<file path="config.mk">
export PLATFORM = sky130hd
export DESIGN_NAME = masar_div
export DESIGN_NICKNAME = d
export VERILOG_FILES = /design/src/rtl/masar_pkg.sv /design/src/rtl/masar_div_step.sv /design/src/rtl/masar_div.sv
export SDC_FILE = /design/constraint.sdc
export NUM_CORES = 1
export LEC_CHECK = 0
export ABC_AREA = 1
export BUFFER_PORTS_ARGS = -buffer_cell sky130_fd_sc_hd__buf_4
export CAP_MARGIN = 20
export CORE_ASPECT_RATIO = 0.75
export CORE_MARGIN = 3
export CORE_UTILIZATION = 25
export DETAILED_ROUTE_END_ITERATION = 10
export GPL_TIMING_DRIVEN = 0
export HOLD_SLACK_MARGIN = 0.03
export PLACE_DENSITY = 0.54
export REMOVE_ABC_BUFFERS = 1
export SYNTH_ARGS = -nofsm -noshare
export SYNTH_HDL_FRONTEND = slang
export SYNTH_HIERARCHICAL = 1
export SYNTH_SLANG_ARGS = --single-unit
</file>
<file path="constraint.sdc">
create_clock -name clk -period 4.2 [get_ports clk]
set_input_delay 0.84 -clock clk [delete_from_list [all_inputs] [get_ports clk]]
set_output_delay 0.84 -clock clk [all_outputs]
set_load 0.05 [all_outputs]
</file>
<file path="src/rtl/masar_pkg.sv">
// Shared definitions for the masar restoring divider: default widths, FSM encoding, counter width.
// Latency: n/a (definitions only).
// Backpressure: n/a.
package masar_pkg;

    localparam int DW_DEF = 16;
    localparam int VW_DEF = 8;

    // Wide enough to count steps for any dividend up to 255 bits.
    localparam int CNT_W = 8;

    typedef logic [1:0] state_t;

    localparam logic [1:0] ST_IDLE = 2'd0;
    localparam logic [1:0] ST_CALC = 2'd1;
    localparam logic [1:0] ST_DONE = 2'd2;

endpackage

</file>
<file path="src/rtl/masar_div_step.sv">
// One restoring-division step: shift in the next dividend bit, trial-subtract, keep or restore.
// Latency: combinational.
// Backpressure: none; pure function of its inputs.
module masar_div_step
    import masar_pkg::*;
#(
    parameter int VW = VW_DEF
) (
    input  logic [VW-1:0] rem_in,
    input  logic          dbit,
    input  logic [VW-1:0] dvs,
    output logic [VW-1:0] rem_out,
    output logic          qbit
);

    logic [VW:0] shifted;
    logic [VW:0] trial;
    logic        unused_trial_msb;

    // A kept difference is always below the divisor, except for a zero divisor where
    // only the low VW bits matter; either way the top bit of the trial is dropped.
    always_comb begin
        shifted          = {rem_in, dbit};
        trial            = shifted - {1'b0, dvs};
        qbit             = (shifted >= {1'b0, dvs});
        rem_out          = qbit ? trial[VW-1:0] : shifted[VW-1:0];
        unused_trial_msb = trial[VW];
    end

endmodule

</file>
<file path="src/rtl/masar_div.sv">
// Unsigned restoring divider, one quotient bit per cycle; optional zero-divisor shortcut under MASAR_DIV_ZERO_EN.
// Latency: out_valid DW+1 edges after accept counting the accept edge (1 for a zero divisor when MASAR_DIV_ZERO_EN).
// Backpressure: holds the result in DONE until out_ready; in_ready only in IDLE, no accept/deliver bypass.
module masar_div
    import masar_pkg::*;
#(
    parameter int DW = DW_DEF,
    parameter int VW = VW_DEF
) (
    input  logic          clk,
    input  logic          rst_n,
    input  logic          in_valid,
    output logic          in_ready,
    input  logic [DW-1:0] dividend,
    input  logic [VW-1:0] divisor,
    output logic          out_valid,
    input  logic          out_ready,
    output logic [DW-1:0] quotient,
`ifdef MASAR_DIV_ZERO_EN
    output logic [VW-1:0] remainder,
    output logic          div_zero
`else
    output logic [VW-1:0] remainder
`endif
);

    state_t           state;
    logic [DW-1:0]    dvd_q;
    logic [DW-1:0]    quo_q;
    logic [VW-1:0]    dvs_q;
    logic [VW-1:0]    rem_q;
    logic [CNT_W-1:0] cnt_q;
    logic [VW-1:0]    step_rem;
    logic             step_qbit;

    masar_div_step #(
        .VW (VW)
    ) u_step (
        .rem_in  (rem_q),
        .dbit    (dvd_q[DW-1]),
        .dvs     (dvs_q),
        .rem_out (step_rem),
        .qbit    (step_qbit)
    );

`ifdef MASAR_DIV_ZERO_EN
    logic dz_q;

    always_ff @(posedge clk or negedge rst_n) begin
        if (!rst_n) begin
            dz_q <= 1'b0;
        end else if (state == ST_IDLE && in_valid) begin
            dz_q <= (divisor == '0);
        end
    end

    assign div_zero = dz_q;
`endif

    always_ff @(posedge clk or negedge rst_n) begin
        if (!rst_n) begin
            state <= ST_IDLE;
            dvd_q <= '0;
            quo_q <= '0;
            dvs_q <= '0;
            rem_q <= '0;
            cnt_q <= '0;
        end else begin
            case (state)
                ST_IDLE: begin
                    if (in_valid) begin
                        dvd_q <= dividend;
                        dvs_q <= divisor;
                        cnt_q <= '0;
`ifdef MASAR_DIV_ZERO_EN
                        if (divisor == '0) begin
                            quo_q <= '1;
                            rem_q <= dividend[VW-1:0];
                            state <= ST_DONE;
                        end else begin
                            quo_q <= '0;
                            rem_q <= '0;
                            state <= ST_CALC;
                        end
`else
                        quo_q <= '0;
                        rem_q <= '0;
                        state <= ST_CALC;
`endif
                    end
                end
                ST_CALC: begin
                    dvd_q <= dvd_q << 1;
                    quo_q <= {quo_q[DW-2:0], step_qbit};
                    rem_q <= step_rem;
                    cnt_q <= cnt_q + CNT_W'(1);
                    // The edge that performs the last step also enters DONE.
                    if (cnt_q == CNT_W'(DW - 1)) begin
                        state <= ST_DONE;
                    end
                end
                ST_DONE: begin
                    if (out_ready) begin
                        state <= ST_IDLE;
                    end
                end
                default: begin
                    state <= ST_IDLE;
                end
            endcase
        end
    end

    assign in_ready  = (state == ST_IDLE);
    assign out_valid = (state == ST_DONE);
    assign quotient  = quo_q;
    assign remainder = rem_q;

    a_state_legal : assert property (@(posedge clk) disable iff (!rst_n)
        (state == ST_IDLE) || (state == ST_CALC) || (state == ST_DONE));

    a_cnt_range : assert property (@(posedge clk) disable iff (!rst_n)
        (state == ST_CALC) |-> (cnt_q < CNT_W'(DW)));

    a_done_stable : assert property (@(posedge clk) disable iff (!rst_n)
        (out_valid && !out_ready) |=> (out_valid && $stable(quotient) && $stable(remainder)));

endmodule

</file>
==> reports/metrics.csv <==
stage,metric,value,unit
outcome,status,finished clean,
power_and_ir_drop,sequential power share,0.419,
finish,proportion of layout cells with a drive suffix above 1,0.226,
global_route,total global routing overflow,0,
sta,Least-Margin Pin Slew,0.749,ns
critical_path,cell family with most CP delay,flip-flops,
critical_path,WP data required,3.36,ns
logic_synthesis,Post-synth EDFFs,0,
route,drt pass-1 iters,4,
cts,CTS tree,yes,
route,wire per inst,11.7,µm
logic_synthesis,Unique masters post-synth,27,
die,die height,103,µm
sta,Peak Freq,0.496,GHz
route,final WL,7.12,mm
sta,RSZ-0062 raised after global routing,false,
sta,Setup TNS Final,0,ns
route,initial DRC count,142,
finish,P&R area growth vs syn,26.5,%
sta,Final Max Slew Viols,0,
route,vias per inst,4.19,
sta,# setup viols final,0,
global_route,vias in the first global route,2612,
critical_path,Worst Path Arrival,1.18,ns
logic_synthesis,main area contributors after synthesis,"dfrtp_1, nand2_1, nand3_1, inv_1, ha_1",
sta,clk_skew,0.00682,ns
place,Final Wtd Congestion,0.771,
worst_hold_path,worst hold-check path type,flop to flop,
place,worst slack at placement,2.33,ns
sta,hold violation total from the final report,0,
critical_path,CP bufs+invs,2,
power_and_ir_drop,P_leak,2.10,nW
global_route,first-pass GRT wire length,12.5,mm
cts,clock buffer depth,2,
logic_synthesis,synthesized area per cell,8.01,µm²
logic_synthesis,part of the Yosys area used for sequential elements,0.467,
critical_path,Crit Path Class,flop to output pin,
global_route,pin count of the biggest net entering global routing,59,
critical_path,Critical-path top delay cell,dfrtp_1,
power_and_ir_drop,P per Cell Area,340,nW/µm²
critical_path,"Max FO, Critical Path",2,
die,DIE AREA,13800,µm²
power_and_ir_drop,Clk pwr share,0.559,
cts,Clock Pin Slew Worst Setup and Hold Paths,0.06,ns
sta,Tcrit/Tclk final,0.480,
finish,post-layout util,0.331,
logic_synthesis,yosys warns,6,
route,DRC viols,0,
logic_synthesis,Syn Std Cell Area,3110,µm²
die,Die X-Extent,135,µm
sta,min Tclk post-route,2.02,ns
route,routed via count,2553,
power_and_ir_drop,Worst IR Drop VDD,0.238,mV
sta,setup slack after layout,2.18,ns
global_route,GRT Overall Usage,0.112,
place,Placed Cells,593,
finish,"non-filler cells, final",609,
cts,clk_lat worst skew,0.32,ns
logic_synthesis,top-area cell type share of the netlist area,0.467,
cts,total CTS buffers,9,
finish,Fillers,1267,
finish,"Net count, final",480,
logic_synthesis,Synth async-reset ratio,1.00,
power_and_ir_drop,Net Switching,0.273,mW
logic_synthesis,synthesized flop and latch total,58,
flow_run,max-cap violations,0,
critical_path,Worst path max stage delay,0.39,ns
power_and_ir_drop,switching share of power,0.204,
cts,H-tree depth,3,
cts,post-CTS sizing,0,
die,I/O pin cnt,54,
logic_synthesis,Yosys top cell by area,dfrtp_1,
finish,register area,1450,µm²
global_route,initial antenna violation count,0,
finish,multi-input logic area,1380,µm²
cts,root buf cell,clkbuf_16,
die,Initial Util,0.262,
die,core area,11900,µm²
route,post-route ant nets,0,
power_and_ir_drop,Cell Int Power,1.06,mW
cts,Hold Buf Count CTS,0,
logic_synthesis,Mapped Cells,388,
finish,diode count,0,
critical_path,startpoint types,flop,
sta,Slew headroom,0.501,
critical_path,worst-path cell chain,"inv_1, nor2_1, buf_4",
logic_synthesis,Synth Flop Type,dfrtp_1,
power_and_ir_drop,combinational power share,0.023,
cts,CTS Sinks,58,
place,IO buf count,53,
place,Detail Placement HPWL,4.86,mm
critical_path,Setup crit end kind,output pin,
cts,setup bufs post-CTS,0,
die,# rows,34,
metrics by stage:
stage | cell area, µm² | total power [mW] | hold WS, ns
after detailed placement | 3630 | 0.601 | 0.466
after CTS | 3930 | 1.36 | 0.481
final | 3930 | 1.34 | 0.474
after global placement | 3630 | 0.600 | 0.456
after global routing | 3930 | 1.38 | 0.497
after floorplan | 3030 | 0.570 | 0.442
layout make-up:
class                           count  share of cell area
Clock buffer                       11              0.0643
Clock inverter                      5              0.0134
Inverter                           50              0.0490
Multi-Input combinational cell    270               0.351
Sequential cell                    58               0.369
Tap cell                          162              0.0516
Timing Repair Buffer               53               0.101
power groups by stage:
stage	Clock (mW)	Combinational (mW)	Sequential, mW
2_1_floorplan	0	0.000343	0.569
3_3_place_gp	0	0.0312	0.569
3_5_place_dp	0	0.0319	0.569
4_1_cts	0.765	0.0319	0.559
5_1_grt	0.786	0.0344	0.559
6_report	0.746	0.0303	0.559
cell families after synthesis:
logic type / Yosys count / synth area share
simple gates: 232 / 0.348
xor+xnor: 3 / 0.00846
flops: 58 / 0.467
buf+inv: 60 / 0.0882
fa+ha+maj: 10 / 0.0427
compound gates: 25 / 0.0459
cell usage in the layout (no fill, tap or decap), types with 6 or more instances in the layout:
| master | instances |
|---|---|
| clkbuf_16 | 9 |
| dfrtp_1 | 58 |
| nand2_2 | 11 |
| o22ai_1 | 14 |
| ha_1 | 9 |
| inv_1 | 42 |
| nand2_1 | 153 |
| o21ai_0 | 6 |
| buf_4 | 53 |
| nor2_1 | 16 |
| nand3_1 | 35 |
worst reg2reg max path, cell delays in order (launching register included):
cell     delay (ns)
dfrtp_1        0.42
ha_1           0.38
nand2_1        0.13
inv_2          0.05
nand2_2        0.08
nor2_4         0.04
nor2_4         0.28
nand2_8        0.14
nand2_2        0.08
nand2_1        0.05
nand2_1        0.06
nand2_1        0.06
cells in the mapped netlist (3+ instances only):
cell type    n
nand2_1    153
dfrtp_1     58
inv_1       42
nand3_1     35
nor2_1      16
o22ai_1     14
nand2_2     11
ha_1         9
o21ai_0      6
buf_4        5
inv_2        5
nand2_4      4
nor2_4       4
a21oi_1      3
buf_6        3
nand2_8      3
registers in the layout (all words and copies together) (netlist names):
register,flops
dvs_q,8
quotient,16
cnt_q,8
state,2
dvd_q,16
remainder,8
final timing paths:
| kind | startpoint | to | slack, ns | depth (start not counted) |
|---|---|---|---|---|
| max | state[1]$_DFFE_PN0P_ | out_valid | 2.18 | 3 |
| min | dvd_q[0]$_DFFE_PN0P_ | dvd_q[0]$_DFFE_PN0P_ | 0.47 | 2 |
| max reg2reg | remainder[4]$_DFFE_PN0P_ | remainder[4]$_DFFE_PN0P_ | 2.32 | 11 |
| min reg2reg | dvd_q[0]$_DFFE_PN0P_ | dvd_q[0]$_DFFE_PN0P_ | 0.47 | 2 |
| max in group asynchronous | rst_n | dvs_q[6]$_DFFE_PN0P_ | 3.12 | 1 |
| min in group asynchronous | rst_n | quotient[12]$_DFFE_PN0P_ | 0.59 | 1 |
layer usage:
layer,share of wire,GRT usage,vias up
met3,0.026,0.0312,6
met1,0.49,0.144,1190
met5,0,0,-
met4,0.011,0.0266,0
li1,-,-,1323
met2,0.47,0.190,34
No activity file was read; power rests on OpenSTA's default activity.
